`src/rtl/pipelined_barrel_shifter.sv`:
```
// pipelined_barrel_shifter
//   Pipelined barrel shifter on W = 2**N bit words. Supports logical shift left,
//   logical shift right, arithmetic shift right and rotate right, selected per
//   word. There is one register stage per amount bit. Stage s shifts by 2**s
//   when bit s of the amount is set. A valid/ready handshake on each side lets
//   the block sustain one word per clock. The whole pipe freezes when the
//   output is held.
//
// Ports
//   clk        rising-edge clock
//   reset_n    asynchronous active-low reset
//   in_valid   in_data/in_amt/in_op are valid this cycle
//   in_ready   shifter accepts a word this cycle (low only while stalled)
//   in_data    operand, W bits
//   in_amt     shift amount, N bits (0..W-1)
//   in_op      00 LSL, 01 LSR, 10 ASR, 11 ROR
//   out_valid  out_data holds a result
//   out_ready  downstream accepts out_data this cycle
//   out_data   shifted result, W bits
//   out_zero   out_data == 0, qualified by out_valid
module pipelined_barrel_shifter #(
  parameter int N   = 3,
  parameter int OPW = 2
) (
  input  logic              clk,
  input  logic              reset_n,
  input  logic              in_valid,
  output logic              in_ready,
  input  logic [2**N-1:0]   in_data,
  input  logic [N-1:0]      in_amt,
  input  logic [OPW-1:0]    in_op,
  output logic              out_valid,
  input  logic              out_ready,
  output logic [2**N-1:0]   out_data,
  output logic              out_zero
);

  localparam int W = 2**N;

  localparam logic [OPW-1:0] OP_LSL = 2'b00;
  localparam logic [OPW-1:0] OP_LSR = 2'b01;
  localparam logic [OPW-1:0] OP_ASR = 2'b10;

  // Shift by a fixed distance k. Each stage uses its own MSB as the ASR fill.
  // Because every stage is arithmetic, the original sign bit carries through.
  function automatic logic [W-1:0] shift_by(input logic [W-1:0] d,
                                            input logic [OPW-1:0] op,
                                            input int k);
    logic [W-1:0] r;
    case (op)
      OP_LSL:  r = d << k;
      OP_LSR:  r = d >> k;
      OP_ASR:  r = $signed(d) >>> k;
      default: r = (d >> k) | (d << (W - k));
    endcase
    return r;
  endfunction

  logic stall;
  logic zero_q;

  for (genvar s = 0; s < N; s++) begin : g_stage
    localparam int K  = 2**s;
    // Amount bits that are not yet applied when a word enters this stage.
    localparam int AW = N - s;

    logic [W-1:0]   d_in;
    logic [W-1:0]   d_sh;
    logic [W-1:0]   d_q;
    logic [AW-1:0]  a_in;
    logic [OPW-1:0] op_in;
    logic           v_in;
    logic           v_q;

    if (s == 0) begin : g_src
      assign d_in  = in_data;
      assign a_in  = in_amt;
      assign op_in = in_op;
      assign v_in  = in_valid;
    end else begin : g_src
      assign d_in  = g_stage[s-1].d_q;
      assign a_in  = g_stage[s-1].g_fwd.a_q;
      assign op_in = g_stage[s-1].g_fwd.op_q;
      assign v_in  = g_stage[s-1].v_q;
    end

    assign d_sh = a_in[0] ? shift_by(d_in, op_in, K) : d_in;

    // A bubble loads valid=0. Its data is don't-care, so it is not gated.
    always_ff @(posedge clk or negedge reset_n) begin
      if (!reset_n) begin
        d_q <= '0;
        v_q <= 1'b0;
      end else if (!stall) begin
        d_q <= d_sh;
        v_q <= v_in;
      end
    end

    // The last stage consumes the final amount bit and the op, so it
    // has no further control to forward.
    if (s < N-1) begin : g_fwd
      logic [AW-2:0]  a_q;
      logic [OPW-1:0] op_q;

      always_ff @(posedge clk or negedge reset_n) begin
        if (!reset_n) begin
          a_q  <= '0;
          op_q <= '0;
        end else if (!stall) begin
          a_q  <= a_in[AW-1:1];
          op_q <= op_in;
        end
      end
    end
  end

  // The zero flag is registered alongside the final data stage. It is
  // gated with valid so that the flag reads 0 on bubbles and after reset.
  always_ff @(posedge clk or negedge reset_n) begin
    if (!reset_n) begin
      zero_q <= 1'b0;
    end else if (!stall) begin
      zero_q <= g_stage[N-1].v_in & ~|g_stage[N-1].d_sh;
    end
  end

  assign out_valid = g_stage[N-1].v_q;
  assign out_data  = g_stage[N-1].d_q;
  assign out_zero  = zero_q;

  assign stall    = out_valid & ~out_ready;
  assign in_ready = ~stall;

endmodule

```
`config.mk`:
```
export PLATFORM = sky130hd
export DESIGN_NAME = pipelined_barrel_shifter
export DESIGN_NICKNAME = d
export VERILOG_FILES = /design/src/rtl/pipelined_barrel_shifter.sv
export SDC_FILE = /design/constraint.sdc
export NUM_CORES = 1
export LEC_CHECK = 0
export BUFFER_PORTS_ARGS = -buffer_cell sky130_fd_sc_hd__buf_2
export CAP_MARGIN = 20
export CORE_MARGIN = 5
export CORE_UTILIZATION = 43
export DETAILED_ROUTE_END_ITERATION = 8
export SLEW_MARGIN = 0
export SYNTH_ARGS = -nofsm -noshare
export SYNTH_HDL_FRONTEND = slang
export SYNTH_SLANG_ARGS = --single-unit
export TNS_END_PERCENT = 30
```
`constraint.sdc`:
```
create_clock -name clk -period 4.15 [get_ports clk]
set_input_delay 0.83 -clock clk [delete_from_list [all_inputs] [get_ports clk]]
set_output_delay 0.83 -clock clk [all_outputs]
set_load 0.02 [all_outputs]
```
==> flow_metrics.env, run 1 <==
export IMPL_hold_path_depth=2
export IMPL_drt_total_wl_um=3860
export IMPL_root_buffer="clkbuf_8"
export IMPL_yosysMostFrequentCell="nand2_1"
export IMPL_grt_pass1_wl_um=6480
export IMPL_critPathLaunchType="input pin"
export IMPL_grt_start_max_net_pins=45
export IMPL_grt_pass1_vias=1371
export IMPL_r2r_slack_ns=2.60
export IMPL_hpwl_um=2730
export IMPL_synthAdderAreaFrac=0
export IMPL_core_area_mm2=0.00406
export IMPL_port_buffer_count=27
export IMPL_grt_remaining_overflow=0
export IMPL_synth_largest_area_cell="dfrtp_1"
export IMPL_vias=1518
export IMPL_cts_max_level=2
export IMPL_track_usage=0.150
export IMPL_hold_viol_final=0
export IMPL_finalCritPeriodShare=0.620
export IMPL_yosys_warnings=0
export IMPL_end_kind="output pin"
export IMPL_setup_violations=0
export IMPL_dpl_cell_count=281
export IMPL_synth_top_family_by_area="compound AO/OA/AOI/OAI gates"
export IMPL_synth_edf_count=0
export IMPL_dieWidth_um=75.0
export IMPL_synthSimpleGateAreaFrac=0.215
export IMPL_worstSetupStartpoint="out_ready"
export IMPL_status="complete, no violations"
export IMPL_timing_fmax_mhz=389
export IMPL_syn_to_final_growth_pct=11.9
export IMPL_reg2regPathDepth=4
export IMPL_slew_headroom=0.489
export IMPL_hp_class="flop to flop"
export IMPL_skew_ns=0.00636
export IMPL_grt_antenna_before_repair=0
export IMPL_cp_arrival_ns=1.74
export IMPL_rsz0062_at_grt="no"
export IMPL_post_synth_top_area_fraction=0.481
export IMPL_place_ws_ns=1.57
export IMPL_diodes=0
export IMPL_cts_tree="done"
export IMPL_synthesis_nets=237
export IMPL_maxSlewViolCount=0
export IMPL_post_route_min_period_ns=2.57
export IMPL_async_reset_ff_frac=1.00
export IMPL_seq_area_um2=876
export IMPL_mappedNetlistArea_mm2=0.00182
export IMPL_crit_fanout=25
export IMPL_drt_iter0_drc=91
export IMPL_pin_count=28
export IMPL_tns_ns=0
export IMPL_cts_resized_gates=0
export IMPL_ir_drop_v=0.000247
export IMPL_initial_core_util=0.448
export IMPL_cts_hold_buf=0
export IMPL_syn_area_per_cell_um2=8.27
export IMPL_multi_input_area_um2=840
export IMPL_dieHeight_um=75.0
export IMPL_numCtsBuffers=5
export IMPL_clock_latency_ns=0.29
export IMPL_tightest_slew_ns=0.766
export IMPL_fin_cells=289
export IMPL_ys_top_cells_by_area="dfrtp_1, nand2_1, o21ai_0"
export IMPL_layout_drive_gt1_share=0.180
export IMPL_final_nets=255
export IMPL_dieArea_mm2=0.00563
export IMPL_cp_data_required_time_ns=3.32
export IMPL_synth_ff_type="dfrtp_1"
export IMPL_drt_pre_antenna_iters=5
export IMPL_holdCritStartpoint="out_data[6]$_DFFE_PN0N_"
export IMPL_yosys_register_bits=35
export IMPL_synth_cells=220
export IMPL_fillerInstances=410
export IMPL_yosysUniqueCellTypes=34
export IMPL_post_drt_via_cell_ratio=5.25
export IMPL_gp_congestion=0.820
export IMPL_maxCapViolCount=0
export IMPL_fin_ws_ns=1.58
export IMPL_synth_xor_area_share=0.00481
export IMPL_drc=0
export IMPL_detail_route_antenna_nets=0
export IMPL_powerDensity_mw_per_mm2=666
export IMPL_path_class="input pin to output pin"
export IMPL_num_rows=23
export IMPL_leakage_nw=0.920
export IMPL_synth_common_cells="nand2_1, o21ai_0, dfrtp_1, nand3_1, nor2_1"
export IMPL_post_drt_wl_per_cell_um=13.3
export IMPL_clockBufferDepth=2
export IMPL_reg2reg_from="out_valid$_DFFE_PN0N_"
export IMPL_muxShareOfSynthArea=0.0172
export IMPL_clkSlewWorstSetupHoldPaths_ns=0.08
export IMPL_clock_sinks=35
export IMPL_synth_compound_area_share=0.223
export IMPL_post_cts_buffers=0
export IMPL_ys_seq_area_frac=0.481
==> cells by family (layout without fill, tap and decap cells) <==
kind of cell / after synthesis / after routing
simple gates: 92 / 92
compound gates: 66 / 66
flops: 35 / 35
buf+inv: 23 / 42
mux: 3 / 3
xor+xnor: 1 / 1
==> critical path, cell delays in order <==
cell,delay (ns)
buf_2,0.08
nor2b_2,0.04
inv_1,0.50
buf_2,0.29
==> sequential cells by signal, indices dropped and copies added (netlist names) <==
register            count
g_stage.v_q             2
out_data                8
out_zero                1
g_stage.g_fwd.op_q      4
g_stage.d_q            16
g_stage.g_fwd.a_q       3
out_valid               1
==> cell usage in the layout, fill, tap and decap left out <==
| cell | instances |
|---|---|
| nand2_1 | 57 |
| o21ai_0 | 42 |
| dfrtp_1 | 35 |
| buf_2 | 27 |
| nand3_1 | 14 |
| nor2_1 | 12 |
| a21oi_1 | 7 |
| inv_1 | 6 |
| clkbuf_8 | 5 |
| a31oi_1 | 3 |
| nor2b_1 | 3 |
| mux2i_1 | 2 |
| o211ai_1 | 2 |
| a22oi_1 | 2 |
| a221oi_1 | 2 |
| clkinvlp_4 | 2 |
| nor2b_2 | 1 |
| xnor2_1 | 1 |
| and3b_2 | 1 |
| o21a_4 | 1 |
| a221oi_4 | 1 |
| nor2_2 | 1 |
| a32oi_1 | 1 |
| a211oi_1 | 1 |
| o211a_1 | 1 |
| and4_1 | 1 |
| a32o_1 | 1 |
| nand2b_1 | 1 |
| o221ai_1 | 1 |
| o21a_1 | 1 |
| mux2_2 | 1 |
| or2_2 | 1 |
| inv_6 | 1 |
| buf_4 | 1 |
==> layer usage <==
layer	share of wire	GRT usage	vias up
met3	0.046	0.0347	8
met5	0	0	-
met2	0.45	0.227	33
li1	-	-	790
met1	0.48	0.201	687
met4	0.025	0.0711	0
==> final cells by class <==
| class | instances | area share |
|---|---|---|
| clock buffer | 5 | 0.0338 |
| inverter | 6 | 0.0111 |
| multi-input combinational | 162 | 0.412 |
| tap | 50 | 0.0307 |
| clock inverter | 3 | 0.0117 |
| timing repair buffer | 28 | 0.0701 |
| sequential | 35 | 0.430 |
==> metrics by stage <==
| step | instance area, um2 | power (mW) | util | hold WS [ns] |
|---|---|---|---|---|
| after floorplan | 1820 | 0.976 | - | 0.439 |
| after global placement | 1940 | 1.11 | 0.479 | 0.453 |
| after detailed placement | 1940 | 1.12 | 0.479 | 0.459 |
| after CTS | 2040 | 1.37 | 0.502 | 0.478 |
| after global routing | 2040 | 1.47 | 0.502 | 0.507 |
| final | 2040 | 1.35 | 0.502 | 0.472 |
==> worst paths after layout <==
check	end
worst max-delay path	in_ready
worst min register to register	out_data[6]$_DFFE_PN0N_
max in group asynchronous	g_stage[0].d_q[7]$_DFFE_PN0N_
worst min-delay path	out_data[6]$_DFFE_PN0N_
worst max register to register	g_stage[0].d_q[0]$_DFFE_PN0N_
min in group asynchronous	g_stage[0].d_q[5]$_DFFE_PN0N_
==> where the power goes <==
group          total [mW]  switching (mW)  internal, mW
Sequential          0.620           0.149         0.471
Combinational       0.479           0.281         0.198
Clock               0.256           0.136         0.120
Total                1.35           0.566         0.789
Note: power is estimated with default switching activity, not from simulation.
==> run 2: changes to the inputs <==
==> constraint.sdc (replaced) <==
create_clock -name clk -period 2.4 [get_ports clk]
set_input_delay 0.48 -clock clk [delete_from_list [all_inputs] [get_ports clk]]
set_output_delay 0.48 -clock clk [all_outputs]
set_load 0.02 [all_outputs]
==> run 2 against run 1 <==
Compared with the run above:
- total power grew 76%
- global-route usage is 0.88 points higher
- clock-buffer cell count is 3 higher
- flip-flop and latch count stayed put
- cell count up 0.69%
==> flow_metrics.env, run 2 (synthesis gave the netlist of run 1 again) <==
export IMPL_status="complete, no violations"
export IMPL_path_class="flop to output pin"
export IMPL_dieHeight_um=75.0
export IMPL_hpwl_um=2770
export IMPL_clkSlewWorstSetupHoldPaths_ns=0.07
export IMPL_final_nets=257
export IMPL_finalCritPeriodShare=0.629
export IMPL_drt_total_wl_um=3850
export IMPL_num_rows=23
export IMPL_grt_pass1_vias=1403
export IMPL_hold_viol_final=0
export IMPL_skew_ns=0.00704
export IMPL_cts_max_level=2
export IMPL_total_power_mw=2.38
export IMPL_slew_headroom=0.495
export IMPL_diodes=0
export IMPL_fin_hold_ws_ns=0.256
export IMPL_final_common_cell="nand2_1"
export IMPL_vias=1542
export IMPL_port_buffer_count=27
export IMPL_clock_latency_ns=0.29
export IMPL_hp_class="input pin to asynchronous set/reset pin"
export IMPL_cts_tree="done"
export IMPL_grt_start_max_net_pins=36
export IMPL_post_route_min_period_ns=1.51
export IMPL_track_usage=0.158
export IMPL_post_drt_via_cell_ratio=5.30
export IMPL_rsz0062_at_grt="no"
export IMPL_layout_drive_gt1_share=0.183
export IMPL_gp_congestion=0.796
export IMPL_final_cell_mix="nand2_1, o21ai_0, dfrtp_1"
export IMPL_drc=0
export IMPL_timing_fmax_mhz=663
export IMPL_grt_remaining_overflow=0
export IMPL_post_cts_buffers=0
export IMPL_maxSlewViolCount=0
export IMPL_core_area_mm2=0.00406
export IMPL_crit_fanout=3
export IMPL_powerDensity_mw_per_mm2=1160
export IMPL_leakage_nw=0.941
export IMPL_cts_hold_buf=0
export IMPL_drt_iter0_drc=73
export IMPL_largest_reg_flops=16
export IMPL_syn_to_final_growth_pct=13.1
export IMPL_drt_pre_antenna_iters=5
export IMPL_tns_ns=0
export IMPL_cp_arrival_ns=1.03
export IMPL_clock_sinks=35
export IMPL_detail_route_antenna_nets=0
export IMPL_maxCapViolCount=0
export IMPL_end_kind="output pin"
export IMPL_root_buffer="clkbuf_8"
export IMPL_setup_violations=0
export IMPL_ir_drop_v=0.000450
export IMPL_numCtsBuffers=5
export IMPL_initial_core_util=0.448
export IMPL_post_drt_wl_per_cell_um=13.2
export IMPL_dieWidth_um=75.0
export IMPL_tightest_slew_ns=0.757
export IMPL_pin_count=28
export IMPL_cp_data_required_time_ns=1.92
export IMPL_dieArea_mm2=0.00563
export IMPL_grt_pass1_wl_um=6560
export IMPL_regMostFlops="g_stage.d_q"
export IMPL_critPathLaunchType="flop"
export IMPL_grt_antenna_before_repair=0
export IMPL_cts_resized_gates=0
export IMPL_clockBufferDepth=2
==> run 2: cell count changes in the layout (fill, tap and decap cells not counted), sizes merged <==
| cell | previous run | this run |
|---|---|---|
| inv | 7 | 6 |
| buf | 28 | 30 |
| clkbuf | 5 | 8 |
| clkinvlp | 2 | 0 |
==> run 2: final cells by class <==
class,count,area (um2)
Clock buffer,8,100
Fill cell,416,2000
Inverter,6,22.5
Multi-Input combinational cell,162,840
Sequential cell,35,876
Tap cell,50,62.6
Timing Repair Buffer,30,158
==> run 2: metal layers <==
layer	track usage	share of wire
met1	0.208	0.48
met2	0.236	0.45
met3	0.0360	0.046
met4	0.0968	0.025
met5	0	0
==> run 2: critical path: stages (launching register included) <==
cell     delay, ns
dfrtp_1       0.36
nor2b_2       0.16
inv_1         0.06
buf_2         0.16
==> run 2: worst paths after layout <==
path	from	slack, ns	cells past startpoint	to
worst max-delay path	out_valid$_DFFE_PN0N_	0.89	3	in_ready
worst min-delay path	reset_n	0.26	1	out_data[1]$_DFFE_PN0N_
worst max register to register	g_stage[1].g_fwd.op_q[1]$_DFFE_PN0N_	0.89	5	out_zero$_DFFE_PN0N_
worst min register to register	g_stage[0].g_fwd.a_q[1]$_DFFE_PN0N_	0.47	2	g_stage[0].g_fwd.a_q[1]$_DFFE_PN0N_
max in group asynchronous	reset_n	1.66	1	g_stage[0].d_q[2]$_DFFE_PN0N_
min in group clk	in_amt[2]	0.38	3	g_stage[0].g_fwd.a_q[1]$_DFFE_PN0N_
==> run 2: power by group <==
part           internal (mW)  switching [mW]  leakage, nW
sequential             0.816           0.259        0.420
combinational          0.352           0.488        0.469
clock                  0.262           0.205       0.0515
==> run 2: metrics by stage <==
step	utilization	setup slack, ns	area [um2]	std cells
2_1_floorplan	-	0.801	1820	220
3_3_place_gp	0.483	0.841	1960	283
3_5_place_dp	0.483	0.829	1960	283
4_1_cts	0.507	0.869	2060	291
5_1_grt	0.507	0.793	2060	291
6_report	0.507	0.891	2060	291
==> run 3: changes to the inputs <==
--- a/config.mk
+++ b/config.mk
@@ -5,11 +5,13 @@
 export SDC_FILE = /design/constraint.sdc
 export NUM_CORES = 1
 export LEC_CHECK = 0
+export ABC_AREA = 1
 export BUFFER_PORTS_ARGS = -buffer_cell sky130_fd_sc_hd__buf_2
 export CAP_MARGIN = 20
 export CORE_MARGIN = 5
 export CORE_UTILIZATION = 43
 export DETAILED_ROUTE_END_ITERATION = 8
+export PLACE_DENSITY = 0.66
 export SLEW_MARGIN = 0
 export SYNTH_ARGS = -nofsm -noshare
 export SYNTH_HDL_FRONTEND = slang
==> constraint.sdc (replaced) <==
create_clock -name clk -period 1.35 [get_ports clk]
set_input_delay 0.27 -clock clk [delete_from_list [all_inputs] [get_ports clk]]
set_output_delay 0.27 -clock clk [all_outputs]
set_load 0.02 [all_outputs]
==> run 3 against run 2 <==
Compared with the run above:
- non-clock buffer count is 5 higher
- register-to-register slack worse by 0.74 ns
- via count is 1.2% higher
- sequential share of layout area is 1.2 points lower
- critical path type unchanged
- largest power group unchanged
==> flow_metrics.env, run 3 <==
export IMPL_post_drt_wl_per_cell_um=11.9
export IMPL_synth_top_family_by_area="simple AND/OR/NAND/NOR gates"
export IMPL_synthAdderAreaFrac=0
export IMPL_muxShareOfSynthArea=0
export IMPL_r2r_slack_ns=0.15
export IMPL_yosysUniqueCellTypes=21
export IMPL_clockBufferDepth=2
export IMPL_dieArea_mm2=0.00550
export IMPL_hp_class="input pin to flop"
export IMPL_synth_ff_type="dfrtp_1"
export IMPL_post_route_min_period_ns=1.28
export IMPL_grt_pass1_wl_um=6500
export IMPL_timing_fmax_mhz=782
export IMPL_slew_headroom=0.713
export IMPL_clock_sinks=35
export IMPL_total_power_mw=4.16
export IMPL_syn_to_final_growth_pct=19.7
export IMPL_hold_path_depth=3
export IMPL_async_reset_ff_frac=1.00
export IMPL_grt_antenna_before_repair=0
export IMPL_synth_cells=230
export IMPL_gp_congestion=0.893
export IMPL_pin_count=28
export IMPL_ys_top_cells_by_area="dfrtp_1, nand2_1, o21ai_0"
export IMPL_port_buffer_count=27
export IMPL_synth_common_cells="nand2_1, dfrtp_1, nor2_1, o21ai_0, inv_1"
export IMPL_maxSlewViolCount=0
export IMPL_reg2reg_from="out_valid$_DFFE_PN0N_"
export IMPL_vias=1560
export IMPL_yosys_register_bits=35
export IMPL_drt_total_wl_um=3750
export IMPL_initial_core_util=0.443
export IMPL_syn_area_per_cell_um2=7.70
export IMPL_synthSimpleGateAreaFrac=0.237
export IMPL_grt_start_max_net_pins=24
export IMPL_reg2regPathDepth=5
export IMPL_drt_pre_antenna_iters=4
export IMPL_clock_latency_ns=0.29
export IMPL_dieHeight_um=74.2
export IMPL_maxCapViolCount=0
export IMPL_drt_iter0_drc=113
export IMPL_final_nets=280
export IMPL_numCtsBuffers=5
export IMPL_crit_family="flip-flops"
export IMPL_cp_arrival_ns=1.01
export IMPL_num_rows=23
export IMPL_critPathLaunchType="flop"
export IMPL_regMostFlops="g_stage.d_q"
export IMPL_layout_drive_gt1_share=0.201
export IMPL_path_class="flop to output pin"
export IMPL_synth_largest_area_cell="dfrtp_1"
export IMPL_root_buffer="clkbuf_8"
export IMPL_track_usage=0.154
export IMPL_skew_ns=0.00547
export IMPL_whs_endpoint="g_stage[0].g_fwd.a_q[1]$_DFFE_PN0N_"
export IMPL_largest_reg_flops=16
export IMPL_synth_xor_area_share=0
export IMPL_end_kind="output pin"
export IMPL_regToRegEndpoint="out_data[5]$_DFFE_PN0N_"
export IMPL_status="complete, no violations"
export IMPL_finalCritPeriodShare=0.947
export IMPL_post_synth_top_area_fraction=0.494
export IMPL_final_common_cell="nand2_1"
export IMPL_hpwl_um=2850
export IMPL_yosysMostFrequentCell="nand2_1"
export IMPL_cts_max_level=2
export IMPL_core_area_mm2=0.00400
export IMPL_ys_seq_area_frac=0.494
export IMPL_drc=0
export IMPL_synthesis_nets=247
export IMPL_crit_slowest_cell="dfrtp_1"
export IMPL_cp_data_required_time_ns=1.08
export IMPL_clkSlewWorstSetupHoldPaths_ns=0.07
export IMPL_ir_drop_v=0.000805
export IMPL_synth_edf_count=0
export IMPL_post_drt_via_cell_ratio=4.97
export IMPL_mappedNetlistArea_mm2=0.00177
export IMPL_synth_compound_area_share=0.193
export IMPL_dieWidth_um=74.2
export IMPL_diodes=0
export IMPL_fillerInstances=388
export IMPL_powerDensity_mw_per_mm2=1960
export IMPL_tns_ns=0
export IMPL_crit_fanout=2
export IMPL_holdCritStartpoint="in_amt[2]"
export IMPL_yosys_warnings=0
export IMPL_cts_tree="done"
export IMPL_leakage_nw=1.05
export IMPL_setup_violations=0
export IMPL_rsz0062_at_grt="no"
export IMPL_cp_cell_sequence="inv_1, nor2_4, inv_6, buf_4"
export IMPL_detail_route_antenna_nets=0
export IMPL_critPathMaxStageDelay_ns=0.34
export IMPL_hold_viol_final=0
export IMPL_grt_remaining_overflow=0
export IMPL_path_buf_inv=3
export IMPL_grt_pass1_vias=1489
export IMPL_tightest_slew_ns=0.431
export IMPL_final_cell_mix="nand2_1, dfrtp_1, buf_2"
-- run 3: changes by cell type in the layout (fill, tap and decap cells not counted), moves of 6 or more --
| cell | change |
|---|---|
| o21ai_1 | +7 |
| inv_1 | +13 |
| nand2_1 | +9 |
| nand3_1 | -12 |
| nor2_1 | +9 |
| a31oi_1 | +10 |
| a21oi_1 | +6 |
| o21ai_0 | -21 |
-- run 3: metal layers --
layer  wire, um  vias to the layer above  track usage
met4         75                        0       0.0704
met3        186                        6       0.0419
met1       1700                      701        0.185
met5          0                        -            0
li1           -                      822            -
met2       1780                       31        0.256
-- run 3: stage by stage --
stage	utilization	setup slack (ns)	cell area, um2	instances	hold WS (ns)
global route	0.530	0.0153	2120	314	0.168
global placement	0.501	0.133	2000	304	0.212
floorplan	-	0.143	1770	230	-0.0256
finish	0.530	0.0713	2120	314	0.173
CTS	0.528	0.0722	2110	314	0.160
detailed placement	0.501	0.107	2000	304	0.212
-- run 3: worst max path at each step --
stage	startpoint	end	slack, ns	depth (start not counted)
finish	out_valid$_DFFE_PN0N_	in_ready	0.07	4
global route	out_valid$_DFFE_PN0N_	in_ready	0.02	4
CTS	out_valid$_DFFE_PN0N_	in_ready	0.07	4
detailed placement	out_valid$_DFFE_PN0N_	g_stage[1].d_q[0]$_DFFE_PN0N_	0.11	6
global placement	in_op[1]	g_stage[0].d_q[7]$_DFFE_PN0N_	0.13	6
floorplan	out_valid$_DFFE_PN0N_	in_ready	0.14	4
-- run 3: area by class of cell --
cell class | instances | area (um2) | area share
Timing Repair Buffer | 35 | 241 | 0.114
Multi-Input combinational cell | 163 | 767 | 0.362
Clock inverter | 1 | 5.00 | 0.00236
Clock buffer | 7 | 76.3 | 0.0360
Tap cell | 50 | 62.6 | 0.0295
Sequential cell | 35 | 877 | 0.414
Inverter | 23 | 91.3 | 0.0431
-- run 3: tightest hold or removal path, delay by kind of cell --
kind,cells,cell delay [ns]
buffers and inverters,1,0.07
AND/OR/NAND/NOR,2,0.08
-- run 3: where the power goes --
part           leakage [nW]  internal [mW]  switching [mW]  total (mW)
clock network        0.0422          0.361           0.350       0.712
registers             0.415           1.45           0.324        1.78
logic                 0.588          0.632            1.04        1.67
-- run 3: kinds of logic (layout without fill, tap and decap cells) --
| group | after synthesis | in the layout |
|---|---|---|
| flip-flops | 35 | 35 |
| AND/OR/NAND/NOR | 101 | 101 |
| buffers and inverters | 32 | 66 |
| AO/OA/AOI/OAI | 62 | 62 |
-- run 3: what timing repair did --
item | 4_1_cts | 5_1_grt
setup buffers | 1 | 0
hold buffers | 1 | 0
gates resized for setup | 3 | 4
setup endpoints to repair | 1 | 3
hold endpoints to repair | 14 | 0
